**src/rtl/mem_arbiter_if.sv**
```systemverilog
// mem_arbiter_if: requester, memory and status signals of mem_arbiter.
interface mem_arbiter_if #(
  parameter int AW = 32,
  parameter int DW = 32
);
  logic            if_req;
  logic [AW-1:0]   if_addr;
  logic [DW-1:0]   if_rdata;
  logic            if_ack;
  logic            d_req;
  logic            d_we;
  logic [DW/8-1:0] d_be;
  logic [AW-1:0]   d_addr;
  logic [DW-1:0]   d_wdata;
  logic [DW-1:0]   d_rdata;
  logic            d_ack;
  logic            m_req;
  logic            m_we;
  logic [DW/8-1:0] m_be;
  logic [AW-1:0]   m_addr;
  logic [DW-1:0]   m_wdata;
  logic [DW-1:0]   m_rdata;
  logic            m_ready;
  logic            busy;
  logic            err;
  modport slave (
    input  if_req, if_addr, d_req, d_we, d_be, d_addr, d_wdata, m_rdata, m_ready,
    output if_rdata, if_ack, d_rdata, d_ack, m_req, m_we, m_be, m_addr, m_wdata, busy, err
  );
  modport master (
    output if_req, if_addr, d_req, d_we, d_be, d_addr, d_wdata, m_rdata, m_ready,
    input  if_rdata, if_ack, d_rdata, d_ack, m_req, m_we, m_be, m_addr, m_wdata, busy, err
  );
endinterface

```
**src/rtl/mem_arbiter.sv**
```systemverilog
// mem_arbiter: round-robin fetch/data arbiter in front of one single-port memory.
// Define MEM_ARB_TIMEOUT_EN to abort a grant after TIMEOUT wait cycles with err.
module mem_arbiter #(
  parameter int AW      = 32,
  parameter int DW      = 32,
  parameter int TIMEOUT = 15
) (
  input  logic         clk,
  input  logic         rst,
  mem_arbiter_if.slave bus
);
  typedef enum logic [1:0] {IDLE, GRANT_I, GRANT_D, RESP} state_t;
  state_t          r_state, w_next;
  logic            r_last;
  logic            r_we;
  logic [DW/8-1:0] r_be;
  logic [AW-1:0]   r_addr;
  logic [DW-1:0]   r_wdata, r_if_rdata, r_d_rdata;
  logic            w_grant, w_pick_d, w_timeout, w_done;
  assign w_grant  = (r_state == GRANT_I) || (r_state == GRANT_D);
  // r_last is 1 when data won last, so a tie goes to the other port
  assign w_pick_d = bus.d_req && (!bus.if_req || !r_last);
  assign w_done   = w_grant && (bus.m_ready || w_timeout);
`ifdef MEM_ARB_TIMEOUT_EN
  localparam int WW = $clog2(TIMEOUT + 1);
  localparam logic [WW-1:0] LIMIT = WW'(TIMEOUT - 1);
  logic [WW-1:0] r_wait;
  logic          r_err;
  assign w_timeout = w_grant && !bus.m_ready && (r_wait == LIMIT);
  always_ff @(posedge clk) begin
    if (rst) begin
      r_wait <= '0;
      r_err  <= 1'b0;
    end else begin
      r_wait <= (w_grant && !bus.m_ready) ? r_wait + 1'b1 : '0;
      r_err  <= w_timeout;
    end
  end
  assign bus.err = r_err;
`else
  assign w_timeout = 1'b0;
  assign bus.err   = 1'b0;
`endif
  always_comb begin
    w_next = r_state;
    if (r_state == IDLE) w_next = w_pick_d ? GRANT_D : bus.if_req ? GRANT_I : IDLE;
    else if (r_state == RESP) w_next = IDLE;
    else if (w_done) w_next = RESP;
  end
  always_ff @(posedge clk) begin
    if (rst) begin
      r_state    <= IDLE;
      r_last     <= 1'b1;
      r_we       <= 1'b0;
      r_be       <= '0;
      r_addr     <= '0;
      r_wdata    <= '0;
      r_if_rdata <= '0;
      r_d_rdata  <= '0;
    end else begin
      r_state <= w_next;
      if (r_state == IDLE && w_next != IDLE) begin
        r_last  <= w_pick_d;
        r_we    <= w_pick_d && bus.d_we;
        r_be    <= w_pick_d ? bus.d_be : '1;
        r_addr  <= w_pick_d ? bus.d_addr : bus.if_addr;
        r_wdata <= w_pick_d ? bus.d_wdata : '0;
      end
      if (w_done && r_state == GRANT_I) r_if_rdata <= w_timeout ? '0 : bus.m_rdata;
      if (w_done && r_state == GRANT_D && (w_timeout || !r_we)) r_d_rdata <= w_timeout ? '0 : bus.m_rdata;
    end
  end
  assign bus.m_req    = w_grant;
  assign bus.m_we     = r_we;
  assign bus.m_be     = r_be;
  assign bus.m_addr   = r_addr;
  assign bus.m_wdata  = r_wdata;
  assign bus.if_rdata = r_if_rdata;
  assign bus.d_rdata  = r_d_rdata;
  assign bus.if_ack   = (r_state == RESP) && !r_last;
  assign bus.d_ack    = (r_state == RESP) && r_last;
  assign bus.busy     = r_state != IDLE;
endmodule
```
**src/flat_wrapper.sv**
```systemverilog
// flat-port wrapper written by rule: the top's interface ports become plain ports
module mem_arbiter_flat 
#(
  parameter int AW      = 32,
  parameter int DW      = 32,
  parameter int TIMEOUT = 15
)
  (clk, rst, bus_if_req, bus_if_addr, bus_d_req, bus_d_we, bus_d_be, bus_d_addr, bus_d_wdata, bus_m_rdata, bus_m_ready, bus_if_rdata, bus_if_ack, bus_d_rdata, bus_d_ack, bus_m_req, bus_m_we, bus_m_be, bus_m_addr, bus_m_wdata, bus_busy, bus_err);
  mem_arbiter_if #(.AW(AW), .DW(DW)) bus_i ();
  input  logic clk;
  input  logic rst;
  input wire logic [$bits(bus_i.if_req)-1:0] bus_if_req;
  input wire logic [$bits(bus_i.if_addr)-1:0] bus_if_addr;
  input wire logic [$bits(bus_i.d_req)-1:0] bus_d_req;
  input wire logic [$bits(bus_i.d_we)-1:0] bus_d_we;
  input wire logic [$bits(bus_i.d_be)-1:0] bus_d_be;
  input wire logic [$bits(bus_i.d_addr)-1:0] bus_d_addr;
  input wire logic [$bits(bus_i.d_wdata)-1:0] bus_d_wdata;
  input wire logic [$bits(bus_i.m_rdata)-1:0] bus_m_rdata;
  input wire logic [$bits(bus_i.m_ready)-1:0] bus_m_ready;
  output wire logic [$bits(bus_i.if_rdata)-1:0] bus_if_rdata;
  output wire logic [$bits(bus_i.if_ack)-1:0] bus_if_ack;
  output wire logic [$bits(bus_i.d_rdata)-1:0] bus_d_rdata;
  output wire logic [$bits(bus_i.d_ack)-1:0] bus_d_ack;
  output wire logic [$bits(bus_i.m_req)-1:0] bus_m_req;
  output wire logic [$bits(bus_i.m_we)-1:0] bus_m_we;
  output wire logic [$bits(bus_i.m_be)-1:0] bus_m_be;
  output wire logic [$bits(bus_i.m_addr)-1:0] bus_m_addr;
  output wire logic [$bits(bus_i.m_wdata)-1:0] bus_m_wdata;
  output wire logic [$bits(bus_i.busy)-1:0] bus_busy;
  output wire logic [$bits(bus_i.err)-1:0] bus_err;
  assign bus_i.if_req = bus_if_req;
  assign bus_i.if_addr = bus_if_addr;
  assign bus_i.d_req = bus_d_req;
  assign bus_i.d_we = bus_d_we;
  assign bus_i.d_be = bus_d_be;
  assign bus_i.d_addr = bus_d_addr;
  assign bus_i.d_wdata = bus_d_wdata;
  assign bus_i.m_rdata = bus_m_rdata;
  assign bus_i.m_ready = bus_m_ready;
  assign bus_if_rdata = bus_i.if_rdata;
  assign bus_if_ack = bus_i.if_ack;
  assign bus_d_rdata = bus_i.d_rdata;
  assign bus_d_ack = bus_i.d_ack;
  assign bus_m_req = bus_i.m_req;
  assign bus_m_we = bus_i.m_we;
  assign bus_m_be = bus_i.m_be;
  assign bus_m_addr = bus_i.m_addr;
  assign bus_m_wdata = bus_i.m_wdata;
  assign bus_busy = bus_i.busy;
  assign bus_err = bus_i.err;
  mem_arbiter #(.AW(AW), .DW(DW), .TIMEOUT(TIMEOUT)) u_core (.clk(clk), .rst(rst), .bus(bus_i));
endmodule
```
**config.mk**
```make
export PLATFORM = sky130hd
export DESIGN_NAME = mem_arbiter_flat
export DESIGN_NICKNAME = d
export VERILOG_FILES = /design/src/rtl/mem_arbiter_if.sv /design/src/rtl/mem_arbiter.sv /design/src/flat_wrapper.sv
export SDC_FILE = /design/constraint.sdc
export NUM_CORES = 1
export LEC_CHECK = 0
export BUFFER_PORTS_ARGS = -buffer_cell sky130_fd_sc_hd__buf_2
export CORE_MARGIN = 10
export CORE_UTILIZATION = 49
export CTS_CLUSTER_DIAMETER = 30
export DETAILED_ROUTE_END_ITERATION = 8
export GPL_TIMING_DRIVEN = 1
export PLACE_DENSITY = 0.95
export RECOVER_POWER = 100
export SLEW_MARGIN = 15
export SYNTH_ARGS = -nofsm -noshare
export SYNTH_HDL_FRONTEND = slang
export SYNTH_SLANG_ARGS = --single-unit
```
**constraint.sdc**
```tcl
create_clock -name clk -period 3.45 [get_ports clk]
set_input_delay 0.1725 -clock clk [delete_from_list [all_inputs] [get_ports clk]]
set_output_delay 0.1725 -clock clk [all_outputs]
set_load 0.01 [all_outputs]
```
==> results of run 1 <==
## power groups by stage
stage / registers (mW) / logic (mW) / clock network, mW
after global placement: 1.76 / 0.691 / 0
after CTS: 1.73 / 0.828 / 1.88
after floorplan: 1.81 / 0.397 / 0
after detailed placement: 1.76 / 0.708 / 0
final: 1.74 / 0.840 / 1.89
after global routing: 1.75 / 0.903 / 1.97
## metal layers
layer,vias to the layer above,GRT usage,routed length [µm]
met3,147,0.09321,2224
met2,499,0.5414,12440
met5,-,0,0
met1,2959,0.3126,7910
li1,2836,-,-
met4,0,0.2285,1772
## repair_timing
| action | 4_1_cts | 5_1_grt |
|---|---|---|
| endpoints found under the hold margin | 133 | 0 |
| gates resized for setup | 0 | 0 |
| hold buffers | 111 | 0 |
## layout by cell type (no fill, tap or decap), types with 2 or more instances in the layout
cell type	Yosys	final
diode_2	0	7
dfxtp_1	136	136
a211oi_2	27	17
buf_2	18	136
inv_1	3	3
nor2_1	69	69
clkbuf_8	0	4
a211oi_1	5	15
bufinv_16	0	4
clkinv_2	0	3
and2_1	3	2
o32ai_1	4	4
clkbuf_16	0	16
buf_4	11	6
a32oi_1	33	33
nand2_1	163	163
nand3_1	3	3
a21oi_1	97	97
ha_1	4	4
clkbuf_1	26	143
nand4b_1	2	2
dlygate4sd3_1	0	111
## logic make-up (layout without fill, tap and decap cells)
family          after synthesis  after routing  share of synthesized area
compound gates              173            173                     0.2354
mux                           1              1                   0.002136
other cells                   1              8                  0.0007112
buf+inv                      59            428                    0.05553
fa+ha+maj                     4              4                   0.009493
simple gates                244            244                     0.1804
flops                       136            136                     0.5164
## through the flow
step,std cells,hold slack (ns)
after floorplan,618,0.3085
after global placement,981,0.4205
after detailed placement,981,0.4249
after CTS,1123,0.0001648
after global routing,1129,0.004707
final,1130,0.005040
## layout make-up
cell class | instances | share of cell area
diodes | 7 | 0.002154
clock inverters | 8 | 0.01769
repair buffers | 394 | 0.2929
multi-input cells | 423 | 0.2728
well taps | 136 | 0.02092
flip-flops and latches | 136 | 0.3348
clock buffers | 23 | 0.05738
inverters | 3 | 0.001385
## flip-flops by register name, indices dropped and copies added (netlist names)
register,cells
u_core.bus.d_rdata,32
u_core.bus.if_rdata,32
u_core.bus.m_addr,32
u_core.bus.m_wdata,32
u_core.bus.m_be,4
u_core.r_state,2
u_core.bus.m_we,1
u_core.r_last,1
## worst max-delay path, stage by stage, from the launching register on
cell	delay, ns
dfxtp_1	0.33
inv_1	0.12
ha_1	0.37
and2_0	0.69
clkbuf_1	0.76
a32oi_1	0.33
nor2_1	0.20
## path summary, 6_finish.rpt
check	startpoint	to	slack, ns	depth (start not counted)
setup / recovery	u_core.r_state[0]$_SDFF_PP0_	u_core.bus.m_wdata[31]$_SDFFE_PP0P_	0.57	6
setup reg to reg	u_core.r_state[0]$_SDFF_PP0_	u_core.bus.m_wdata[31]$_SDFFE_PP0P_	0.57	6
hold reg to reg	u_core.bus.d_rdata[6]$_SDFFE_PP0P_	u_core.bus.d_rdata[6]$_SDFFE_PP0P_	0.45	2
hold / removal	bus_d_addr[13]	u_core.bus.m_addr[13]$_SDFFE_PP0P_	0.005	3
==> impl_metrics.toml, run 1 <==
[status]
run_status = "complete, but fails checks"
violations = "capacitance limit, slew limit"

[logic_synthesis]
synth_area_leader_cell = "dfxtp_1"
synthesis.area_mm2 = 0.005273
syn_area_per_cell_um2 = 8.532
ys.flop_type = "dfxtp_1"
synth_cells = 618
synthTopCellsByArea = "dfxtp_1, nand2_1, a21oi_1, a211oi_2, a32oi_1"
yosys.area.top_type_share = 0.5164
synthTopCellsByCount = "nand2_1, dfxtp_1, a21oi_1"
synth_cell_types = 30
synth_edf_count = 0
synth.most_common_cell = "nand2_1"
synth_warnings = 0
async_flop_share = 0
syn_nets = 760
ys_ff_latch = 136
seq_area_frac_synth = 0.5164

[grt]
grt_antenna_before_repair = 6
grt.overflow.total = 0
grt_pass1_vias = 6634
grtUsageTotal = 0.3122
grt_max_degree = 89
grt_pass1_wl_um = 36930

[sta]
rsz0062_at_grt = "false"
setup_violations = 0
hold_viol_final = 0
fin_skew_ns = 0.01118
period_share = 0.8353
drv_slew = 66
slew_headroom = -0.05452
tns_ns = 0
fmax_ghz = 0.3470
setup_ws_ns = 0.5681
layout_min_cycle_time_ns = 2.882
worst_pin_slew_ns = 1.582

[pwr]
p_sw_mw = 1.240
p_leak_nw = 3.239
power.density_mw_per_mm2 = 550.7
peakVddDrop_v = 0.0004773
seq_power_share = 0.389
p_total_mw = 4.479
p_comb_frac = 0.188
clkPwrFrac = 0.423
switching_share = 0.2768
p_int_mw = 3.239

[place]
dpl_cell_area_mm2 = 0.006626
dp_hpwl_um = 13170
place.gp.congestion = 0.8760
io_buffers = 274
place_ws_ns = 1.417

[clock_network]
path_clk_slew_ns = 0.06
cts_sinks = 136
cts.path.max_buffers = 2
tritoncts = "yes"
insertion_delay_ns = 0.53
post_cts_buffers = 0
numCtsBuffers = 17
cts-root-buf = "clkbuf_8"
htree_levels = 4

[route]
wirelength_um = 24340
avgRoutedWirePerCell_um = 21.54
via_per_inst = 5.700
route.vias.total = 6441
drtIter0Drc = 942
ant_nets = 0
drc = 0
drtPass1Iterations = 6

[setup_path]
crit_path_end_kind = "flip-flop"
crit_path_max_fanout = 21
critical_path_class = "reg -> reg"
cp-start-kind = "flip-flop"
crit_required_ns = 3.91
worstPathArrival_ns = 3.34

[cells_and_area]
multi_input_area_mm2 = 0.002218
final_core_util = 0.7808
drive_above_1_share = 0.1935
area_delta_synth_final_pct = 54.25
post-route-cell-area_mm2 = 0.008133
nFillCells = 672
seq_area_mm2 = 0.002723
fin_nets = 1117

[die]
die_area_mm2 = 0.01531
num_rows = 37
start_util = 0.5062
die_y_um = 123.7
design.core.area_mm2 = 0.01042
die-width_um = 123.7
ioPinCount = 276

[run]
max_cap_violations = 2

[min_path]
hold_path_class = "in -> reg"
Note: power is estimated with default switching activity, not from simulation.
==> inputs of run 2 (changes only) <==
- CORE_UTILIZATION: 49 -> 41
- PLACE_DENSITY: 0.95 -> 0.89
- clock period: 3.45 -> 2.31 ns (I/O delays scaled with it)
==> run 2 against run 1 <==
Effect of this change:
- count of clock-buffer cells in the layout is 3 lower
- maximum frequency is 40% higher
- wire length down 15%
- largest power group unchanged
- sequential share of layout area barely moved
- die area up 16%
- non-clock buffer count down 6
- the flow now finishes without violations
- critical path depth grew 1
- sequential cell count unchanged
- via count decreased by 8.0%
- global-route usage is 9.3 points lower
- cell area hardly changed
- clock power rose by 44%
==> impl_metrics.toml, run 2 (synthesized netlist as in run 1, its figures left out) <==
[status]
run_status = "completed"

[clock_network]
post_cts_buffers = 0
path_clk_slew_ns = 0.06
tritoncts = "yes"
cts_sinks = 136
cts-root-buf = "clkbuf_16"
cts.path.max_buffers = 2
cts_resized = 0
insertion_delay_ns = 0.42
htree_levels = 4
numCtsBuffers = 17
postCtsHoldBufs = 101

[setup_path]
critical_path_class = "reg -> reg"
crit_path_max_fanout = 41
cp-start-kind = "flip-flop"
ff2ff_setup_slack_ns = 0.25
crit_path_end_kind = "flip-flop"
worstPathArrival_ns = 2.37
crit_required_ns = 2.62
cp-startpoint = "u_core.r_state[1]$_SDFF_PP0_"
timing.rr.start = "u_core.r_state[1]$_SDFF_PP0_"

[place]
place_ws_ns = 0.3017
dpl_cell_area_mm2 = 0.006714
dp_hpwl_um = 13010
place.gp.congestion = 0.7841
io_buffers = 274

[die]
design.core.area_mm2 = 0.01262
start_util = 0.4178
num_rows = 41
die-width_um = 133.4
die_y_um = 133.4
die_area_mm2 = 0.01780
ioPinCount = 276

[route]
via_per_inst = 5.124
ant_nets = 0
wirelength_um = 20710
avgRoutedWirePerCell_um = 17.90
drtPass1Iterations = 5
route.vias.total = 5928
drtIter0Drc = 536
drc = 0

[cells_and_area]
area_delta_synth_final_pct = 54.13
fin_nets = 1111
layout_commonest_cell = "nand2_1"
post-route-cell-area_mm2 = 0.008127
drive_above_1_share = 0.2077
mostFrequentLayoutCells = "nand2_1, clkbuf_1, buf_2, dfxtp_1, dlygate4sd3_1"

[sta]
layout_min_cycle_time_ns = 2.058
slew_headroom = 0.5299
period_share = 0.8908
tns_ns = 0
setup_ws_ns = 0.2523
fin_skew_ns = 0.01017
worst_pin_slew_ns = 0.7025
fmax_ghz = 0.4860
hold_viol_final = 0
setup_violations = 0
rsz0062_at_grt = "false"
drv_slew = 0

[run]
max_cap_violations = 0

[pwr]
peakVddDrop_v = 0.0005427
seq_power_share = 0.399
p_int_mw = 4.712
clkPwrFrac = 0.419
switching_share = 0.2757
p_sw_mw = 1.794
p_leak_nw = 3.207
p_comb_frac = 0.182
power.density_mw_per_mm2 = 800.5

[grt]
grt_max_degree = 46
grt_antenna_before_repair = 3
grt_pass1_wl_um = 31620
grtUsageTotal = 0.2190
grt_pass1_vias = 5937
grt.overflow.total = 0

[min_path]
hold_path_class = "in -> reg"
hold_start = "bus_d_addr[0]"
## run 2: worst max-delay path, stage by stage, from the launching register on
cell and delay (ns):
dfxtp_1 0.42, inv_1 0.09, ha_1 0.19, clkbuf_1 0.21, o21ai_4 0.32, buf_12 0.30, a21oi_1 0.10, a211oi_1 0.31
## run 2: path summary, 6_finish.rpt
kind / end / depth (start not counted)
setup / recovery: u_core.bus.m_addr[10]$_SDFFE_PP0P_ / 7
hold / removal: u_core.bus.m_addr[0]$_SDFFE_PP0P_ / 3
setup reg to reg: u_core.bus.m_addr[10]$_SDFFE_PP0P_ / 7
hold reg to reg: u_core.bus.d_rdata[16]$_SDFFE_PP0P_ / 2
## run 2: layout make-up
cell class              count  area [µm²]
flip-flops and latches    136        2723
well taps                 172       215.2
diodes                      3       7.507
clock inverters            12       151.4
inverters                   3       11.26
repair buffers            388        2332
multi-input cells         423        2240
clock buffers              20       446.7
fillers                  1080        4493
## run 2: through the flow
stage | std cells | power (mW) | hold WS [ns] | util
CTS | 1154 | 6.558 | 0.01165 | 0.6595
finish | 1157 | 6.505 | 0.04289 | 0.6440
floorplan | 618 | 3.296 | 0.2515 | -
global route | 1157 | 6.771 | 0.03478 | 0.6440
global placement | 1021 | 3.679 | 0.3626 | 0.5320
detailed placement | 1021 | 3.713 | 0.3695 | 0.5320
## run 2: per-layer routing
layer | share of wire | track usage | up-vias
met5 | 0 | 0 | -
met4 | 0.033 | 0.1112 | 0
met3 | 0.078 | 0.06880 | 51
met2 | 0.52 | 0.3888 | 296
met1 | 0.36 | 0.2271 | 2759
li1 | - | - | 2822
## run 2: power by group through the flow
| stage | clock, mW | combinational, mW | sequential, mW |
|---|---|---|---|
| detailed placement | 0 | 1.08 | 2.63 |
| CTS | 2.76 | 1.22 | 2.58 |
| floorplan | 0 | 0.593 | 2.70 |
| global route | 2.88 | 1.28 | 2.61 |
| finish | 2.73 | 1.18 | 2.60 |
| global placement | 0 | 1.05 | 2.63 |
==> inputs of run 3 (changes only) <==
- CORE_UTILIZATION: 41 -> 49
- PLACE_DENSITY: 0.89 -> 0.95
- clock period: 2.31 -> 2.5 ns (I/O delays scaled with it)
==> run 3 against run 2 <==
Effect of this change:
- first-iteration DRC count grew 40%
- die area shrank 14%
- utilization is 17 points higher
- power grew 3.5%
- critical path depth unchanged
- sequential share of layout area decreased by 1.4 points
- register-to-register slack got worse by 0.14 ns
- maximum frequency decreased by 14%
- non-clock buffer count grew 30
- setup slack lost 0.14 ns
- sequential cell count unchanged
- critical path type unchanged
- largest cell class unchanged
==> impl_metrics.toml, run 3 (synthesized netlist as in run 1, its figures left out) <==
[route]
avgRoutedWirePerCell_um = 21.55
route.vias.total = 6592
drc = 0
wirelength_um = 24910
drtIter0Drc = 752
ant_nets = 0
via_per_inst = 5.702
drtPass1Iterations = 6

[min_path]
hold_path_class = "in -> reg"

[sta]
hold_viol_final = 0
setup_violations = 0
fmax_ghz = 0.4189
slew_headroom = 0.5040
fin_skew_ns = 0.01781
drv_slew = 0
tns_ns = 0
setup_ws_ns = 0.1127
worst_pin_slew_ns = 0.7440
layout_min_cycle_time_ns = 2.387
period_share = 0.9549

[grt]
grt_antenna_before_repair = 6
grtUsageTotal = 0.3127
grt.overflow.total = 0
grt_max_degree = 66
grt_pass1_wl_um = 37420
grt_pass1_vias = 6927

[place]
place.gp.congestion = 0.8461
dp_hpwl_um = 13140
io_buffers = 274
placed_cells = 984
dpl_cell_area_mm2 = 0.006661
place_ws_ns = 0.2575

[setup_path]
crit_path_end_kind = "flip-flop"
path_buf_inv = 3
crit_required_ns = 2.93
critical_path_class = "reg -> reg"
cp_cell_sequence = "inv_1 -> ha_2 -> o21a_1 -> buf_4 -> nor2_1 -> a211oi_1 -> dlygate4sd3_1"
slowest_delay_ns = 0.63
cp-start-kind = "flip-flop"
worstPathArrival_ns = 2.82
crit_path_max_fanout = 36
slowest_stage = "dlygate4sd3_1"
critical-path-top-delay-family = "buffers and inverters"

[pwr]
p_leak_nw = 3.423
power.density_mw_per_mm2 = 795.0
peakVddDrop_v = 0.0004835
p_total_mw = 6.734

[cells_and_area]
mostFrequentLayoutCells = "nand2_1, clkbuf_1, buf_2, dfxtp_1, dlygate4sd3_1"
nFillCells = 643
stdcell_count = 1156
area_delta_synth_final_pct = 60.63
fin_nets = 1141
post-route-cell-area_mm2 = 0.008469
drive_above_1_share = 0.1958
layout_commonest_cell = "nand2_1"

[die]
ioPinCount = 276
die_area_mm2 = 0.01531
design.core.area_mm2 = 0.01042
die-width_um = 123.7
start_util = 0.5062
num_rows = 37
die_y_um = 123.7

[clock_network]
insertion_delay_ns = 0.51
htree_levels = 4
cts_sinks = 136
cts-root-buf = "clkbuf_8"
path_clk_slew_ns = 0.07
cts.path.max_buffers = 2
numCtsBuffers = 17
tritoncts = "yes"

[status]
run_status = "completed"

[run]
max_cap_violations = 0
==> run 3: cell count changes in the layout (fill, tap and decap cells not counted), moves of 4 or more <==
cell	previous run	this run
dlygate4sd3_1	101	132
a211oi_1	11	19
a211oi_2	21	13
diode_2	3	9
bufinv_16	3	8
clkinv_2	4	0
==> run 3: final timing paths <==
check	startpoint	end	slack, ns	depth (start not counted)
setup / recovery	u_core.r_state[0]$_SDFF_PP0_	u_core.bus.m_addr[2]$_SDFFE_PP0P_	0.11	7
hold / removal	bus_d_addr[6]	u_core.bus.m_addr[6]$_SDFFE_PP0P_	0.01	3
setup reg to reg	u_core.r_state[0]$_SDFF_PP0_	u_core.bus.m_addr[2]$_SDFFE_PP0P_	0.11	7
hold reg to reg	u_core.bus.if_rdata[1]$_SDFFE_PP0P_	u_core.bus.if_rdata[1]$_SDFFE_PP0P_	0.45	2
==> run 3: layout make-up <==
type,instances,area (µm²),area share
clock buffer,17,414.1,0.04890
clock inverter,14,292.8,0.03457
inverter,3,11.26,0.001330
multi-input combinational,423,2202,0.2600
sequential,136,2723,0.3215
tap,136,170.2,0.02009
antenna,9,22.52,0.002659
timing repair buffer,418,2634,0.3110
==> run 3: layer usage <==
metal  GRT usage  share of wire  up-vias  routed length [µm]
li1            -              -     2884                   -
met1      0.2964           0.32     3034                7920
met2      0.5487           0.52      522               12840
met3     0.09231          0.090      152                2230
met4      0.2613          0.077        0                1919
met5           0              0        -                   0
==> run 3: repair_timing <==
item | in CTS | in global routing
resized for setup | 0 | 2
hold buffers | 131 | 1
setup endpoints to repair | 0 | 27
setup buffers | 0 | 0
hold endpoints to repair | 134 | 1
==> run 3: worst register-to-register path, delay by kind of cell (launching register included) <==
| kind | cells | cell delay [ns] |
|---|---|---|
| buffers and inverters | 3 | 1.13 |
| AOI/OAI and AO/OA | 2 | 0.40 |
| DFF | 1 | 0.34 |
| adders and majority gates | 1 | 0.31 |
| and+or+nand+nor | 1 | 0.13 |
==> run 3: stage by stage <==
step,util,hold WS [ns]
floorplan,-,0.2610
global placement,0.6395,0.3726
detailed placement,0.6395,0.3772
CTS,0.8333,0.002252
global route,0.8124,0.01020
finish,0.8131,0.01433
==> run 3: where the power goes <==
part,switching [mW],internal [mW],total (mW)
registers,0.103,2.31,2.42
logic,0.712,0.530,1.24
clock network,1.04,2.04,3.08
total,1.85,4.88,6.73
